<file path="src/rtl/serial_logic_unit.sv">
// Multi-cycle bitwise logic unit: one SLICE-bit slice per cycle, LSB first, with zero/parity flags.
// Latency WIDTH/SLICE cycles after transfer; operands accepted only in IDLE, result held in DONE until out_ready.
module serial_logic_unit #(
    parameter int WIDTH = 8,
    parameter int SLICE = 2
) (
    input  logic             clk,
    input  logic             rst_n,
    input  logic             in_valid,
    output logic             in_ready,
    input  logic [WIDTH-1:0] a,
    input  logic [WIDTH-1:0] b,
    input  logic [2:0]       op,
    output logic             out_valid,
    input  logic             out_ready,
    output logic [WIDTH-1:0] result,
    output logic             zero,
    output logic             parity
);

    localparam int BEATS = WIDTH / SLICE;
    localparam int CNT_W = (BEATS > 1) ? $clog2(BEATS) : 1;

    generate
        if (WIDTH < 1 || SLICE < 1 || (WIDTH % SLICE) != 0) begin : g_bad_params
            $error("serial_logic_unit: SLICE must be >= 1 and divide WIDTH exactly");
        end
    endgenerate

    typedef enum logic [1:0] {
        S_IDLE = 2'd0,
        S_RUN  = 2'd1,
        S_DONE = 2'd2
    } state_t;

    state_t             state_q, state_d;
    logic [WIDTH-1:0]   a_q, a_d;
    logic [WIDTH-1:0]   b_q, b_d;
    logic [2:0]         op_q, op_d;
    logic [CNT_W-1:0]   cnt_q, cnt_d;
    logic [WIDTH-1:0]   result_q, result_d;
    logic               zero_q, zero_d;
    logic               parity_q, parity_d;

    logic [31:0]        shamt;
    logic [SLICE-1:0]   sa, sb, so;
    logic               last_beat;

    // Current slice is selected by shifting the latched operands down by cnt*SLICE.
    always_comb begin
        shamt     = 32'(cnt_q) * SLICE;
        sa        = SLICE'(a_q >> shamt);
        sb        = SLICE'(b_q >> shamt);
        last_beat = (cnt_q == CNT_W'(BEATS - 1));
        so        = '0;
        case (op_q)
            3'b000:  so = sa & sb;
            3'b001:  so = sa | sb;
            3'b010:  so = sa ^ sb;
            3'b011:  so = ~(sa & sb);
            3'b100:  so = ~(sa | sb);
            3'b101:  so = ~(sa ^ sb);
            3'b110:  so = ~sa;
            default: so = sa;
        endcase
    end

    always_comb begin
        state_d  = state_q;
        a_d      = a_q;
        b_d      = b_q;
        op_d     = op_q;
        cnt_d    = cnt_q;
        result_d = result_q;
        zero_d   = zero_q;
        parity_d = parity_q;
        case (state_q)
            S_IDLE: begin
                if (in_valid) begin
                    a_d      = a;
                    b_d      = b;
                    op_d     = op;
                    cnt_d    = '0;
                    result_d = '0;
                    zero_d   = 1'b1;
                    parity_d = 1'b0;
                    state_d  = S_RUN;
                end
            end
            S_RUN: begin
                // Upper bits are still zero here, so OR-ing the slice in writes it in place.
                result_d = result_q | (WIDTH'(so) << shamt);
                zero_d   = zero_q & (so == '0);
                parity_d = parity_q ^ (^so);
                if (last_beat) begin
                    cnt_d   = '0;
                    state_d = S_DONE;
                end else begin
                    cnt_d = cnt_q + 1'b1;
                end
            end
            S_DONE: begin
                if (out_ready) begin
                    state_d = S_IDLE;
                end
            end
            default: state_d = S_IDLE;
        endcase
    end

    always_ff @(posedge clk or negedge rst_n) begin
        if (!rst_n) begin
            state_q  <= S_IDLE;
            a_q      <= '0;
            b_q      <= '0;
            op_q     <= '0;
            cnt_q    <= '0;
            result_q <= '0;
            zero_q   <= 1'b0;
            parity_q <= 1'b0;
        end else begin
            state_q  <= state_d;
            a_q      <= a_d;
            b_q      <= b_d;
            op_q     <= op_d;
            cnt_q    <= cnt_d;
            result_q <= result_d;
            zero_q   <= zero_d;
            parity_q <= parity_d;
        end
    end

    assign in_ready  = (state_q == S_IDLE);
    assign out_valid = (state_q == S_DONE);
    assign result    = result_q;
    assign zero      = zero_q;
    assign parity    = parity_q;

endmodule

</file>
<file path="config.mk">
export PLATFORM = sky130hd
export DESIGN_NAME = serial_logic_unit
export DESIGN_NICKNAME = d
export VERILOG_FILES = /design/src/rtl/serial_logic_unit.sv
export SDC_FILE = /design/constraint.sdc
export NUM_CORES = 1
export LEC_CHECK = 0
export CORE_MARGIN = 1
export CORE_UTILIZATION = 51
export DETAILED_ROUTE_END_ITERATION = 16
export PLACE_DENSITY = 0.9
export SYNTH_ARGS = -nofsm -noshare
export SYNTH_HDL_FRONTEND = slang
export SYNTH_SLANG_ARGS = --single-unit
</file>
<file path="constraint.sdc">
create_clock -name clk -period 3.6 [get_ports clk]
set_input_delay 0.72 -clock clk [delete_from_list [all_inputs] [get_ports clk]]
set_output_delay 0.72 -clock clk [all_outputs]
set_load 0.01 [all_outputs]
</file>
==> reports/metrics.cfg <==
[logic_synthesis]
synth_top_family_by_area=simple AND/OR/NAND/NOR gates
yosys_warnings=0
synth_compound_area_frac=0.130
synth_commonest_cells=nand2_1 (70), dfrtp_1 (33), o31ai_1 (9)
synth.area.top_cells=dfrtp_1 (47%), nand2_1 (15%), ha_1 (4.3%), o31ai_1 (3.9%), mux2i_1 (2.9%)
synth-edff-count=0
yosys.area_share.simple=0.233
synth_area_mm2=0.00175
synth_area_per_cell_um2=9.48
synth_seq_area_share=0.471
synth.distinct_cells=34
synth-xor-area-share=0
synthMuxAreaShare=0.0777
ys.flop_type=dfrtp_1
yosysTopAreaCellShare=0.471
async_flop_share=1.00
synth_most_common_cell=nand2_1
yosys.area.top_type=dfrtp_1
netlist_instances=185
yosys.area_share.adder=0.0428
syn_nets=214
ys_ff_latch=33

[clocking]
cts_made_buffers=5
clockRootBuffer=clkbuf_4
cts_hold_buf=0
tritoncts=yes
post_cts_buffers=0
clkTransAtPathRegs_ns=0.11
insertion_delay_ns=0.34
clk_path_buf_depth=2
cts_resized=0
cts.sinks=33
h-tree-depth=2

[timing]
setup_violations=0
final_hold_viol_count=0
min_period_ns=3.14
worst_pin_slew_ns=0.714
skew_ns=0.0113
setup_tns_ns=0
holdWs_ns=0.489
slew_headroom=0.523
max_freq_mhz=319
rsz0062_at_grt=no
fin_crit_sh=0.871
slew_violations=0

[grt]
grt_use_total=0.222
grt_pass1_wl_um=5820
met2_usage=0.381
overflow=0
antenna_found_initial=0
grt_pass1_vias=1358
grt_util_met1=0.267
grt_max_degree=34
busiest_layer=met2
use_met3=0.0448

[worst_setup_path]
cp_slowest_cell=dfrtp_1
crit_path_frequent_cell=ha_1
required_ns=3.84
critical_path_class=flip-flop to flip-flop
crit_buf_inv=1
crit_path_start=cnt_q[0]
critical-path-max-stage-delay_ns=0.66
crit_family=multiplexers
critical_path.max_fanout=11
cp.arrival_ns=3.38
worstSetupStartpointType=flip-flop
end_kind=flip-flop
r2r_start=cnt_q[0]
path_cells=mux4_2 -> inv_1 -> ha_1 -> mux2i_1 -> o221a_2 -> a211oi_4 -> or2_1 -> ha_1 -> mux2_2 -> a22o_1

[routing]
routed_wirelength_um=3310
vias=1378
via_per_inst=5.22
drc=0
firstDrtPassIters=4
postRouteAntennaNets=0
wl_per_cell_um=12.5
drtIter0Drc=58

[final_layout]
fill_cells=262
stdcell_area_mm2=0.00221
area_growth_pct=26.0
layout-drive-gt1-share=0.100
nets=248
antenna_cells=0

[floorplan]
die_w_um=60.6
die-height_um=60.6
die_area_mm2=0.00368
io_pins=35
initial_core_util=0.556
coreArea_mm2=0.00315
num_rows=20

[power]
p_sw_w=0.000850
power.share.sequential=0.338
p_per_area_mw_per_mm2=982
combPwrFrac=0.504
clock_power_share=0.158
peakVddDrop_mv=0.413
intPower_w=0.00132
swShare=0.392
p_leak_nw=1.05

[hold_path]
worstHoldStart=a_q[7]
hold_class=flip-flop to flip-flop

[flow_run]
maxCapViolCount=0

[placement]
place_area_mm2=0.00211
place.gp.congestion=0.816
portBuffers=34
place_hpwl_um=2450

[status]
status=finished, final reports clean

-- through the flow --
step | std cells | setup WS, ns | power, W | util
3_5_place_dp | 256 | 0.443 | 0.00184 | 0.668
6_report | 264 | 0.463 | 0.00217 | 0.701
5_1_grt | 264 | 0.243 | 0.00237 | 0.701
3_3_place_gp | 256 | 0.588 | 0.00176 | 0.668
4_1_cts | 264 | 0.435 | 0.00219 | 0.701
2_1_floorplan | 185 | 0.839 | 0.00153 | -
-- cell usage in the layout, fill, tap and decap left out, types with 4 or more instances in the layout --
| master | n |
|---|---|
| o31ai_1 | 9 |
| mux2i_1 | 5 |
| nand2_1 | 70 |
| dfrtp_1 | 33 |
| inv_1 | 7 |
| ha_1 | 6 |
| a21oi_1 | 5 |
| clkbuf_4 | 5 |
| nor2_1 | 4 |
| clkdlybuf4s50_1 | 34 |
-- power by group through the flow --
stage                     logic (W)  registers (W)  clock network, W
after floorplan            0.000860       0.000666                 0
after detailed placement    0.00110       0.000742                 0
after global routing        0.00124       0.000764          0.000364
final                       0.00109       0.000733          0.000342
after global placement      0.00104       0.000729                 0
after CTS                   0.00110       0.000734          0.000350
-- kinds of logic (layout without fill, tap and decap cells) --
group	count (synthesis)	after routing
AO/OA/AOI/OAI	28	28
adder cells (fa/ha/maj)	6	6
buffers and inverters	16	51
flip-flops	33	33
multiplexers	10	10
AND/OR/NAND/NOR	92	92
-- worst min-delay path, stage by stage, from the launching register on --
cell and delay, ns:
dfrtp_1 0.36, nand2_1 0.05, nand2_1 0.06
-- layer usage --
layer,wire length [um],part of all wire
met5,0,0
met4,74,0.022
met3,94,0.028
met2,1630,0.49
met1,1510,0.46
-- flip-flops by register name, indices dropped and copies added (netlist names) --
signal	cells
a_q	8
b_q	8
zero	1
parity	1
cnt_q	2
result	8
op_q	3
state_q	2
-- worst paths after layout --
check	endpoint	slack (ns)	depth (start not counted)
min in group asynchronous	cnt_q[1]	0.77	2
worst min-delay path	a_q[7]	0.49	2
worst min register to register	a_q[7]	0.49	2
max in group asynchronous	op_q[1]	2.54	2
worst max-delay path	parity	0.46	10
worst max register to register	parity	0.46	10
-- cell type report --
cell class / count / area, um2 / area share
flip-flops and latches: 33 / 826 / 0.374
repair buffers: 35 / 348 / 0.157
multi-input cells: 136 / 848 / 0.384
clock buffers: 5 / 37.5 / 0.0170
inverters: 8 / 30.0 / 0.0136
clock inverters: 3 / 65.1 / 0.0294
well taps: 44 / 55.1 / 0.0249
No activity file was read; power rests on OpenSTA's default activity.
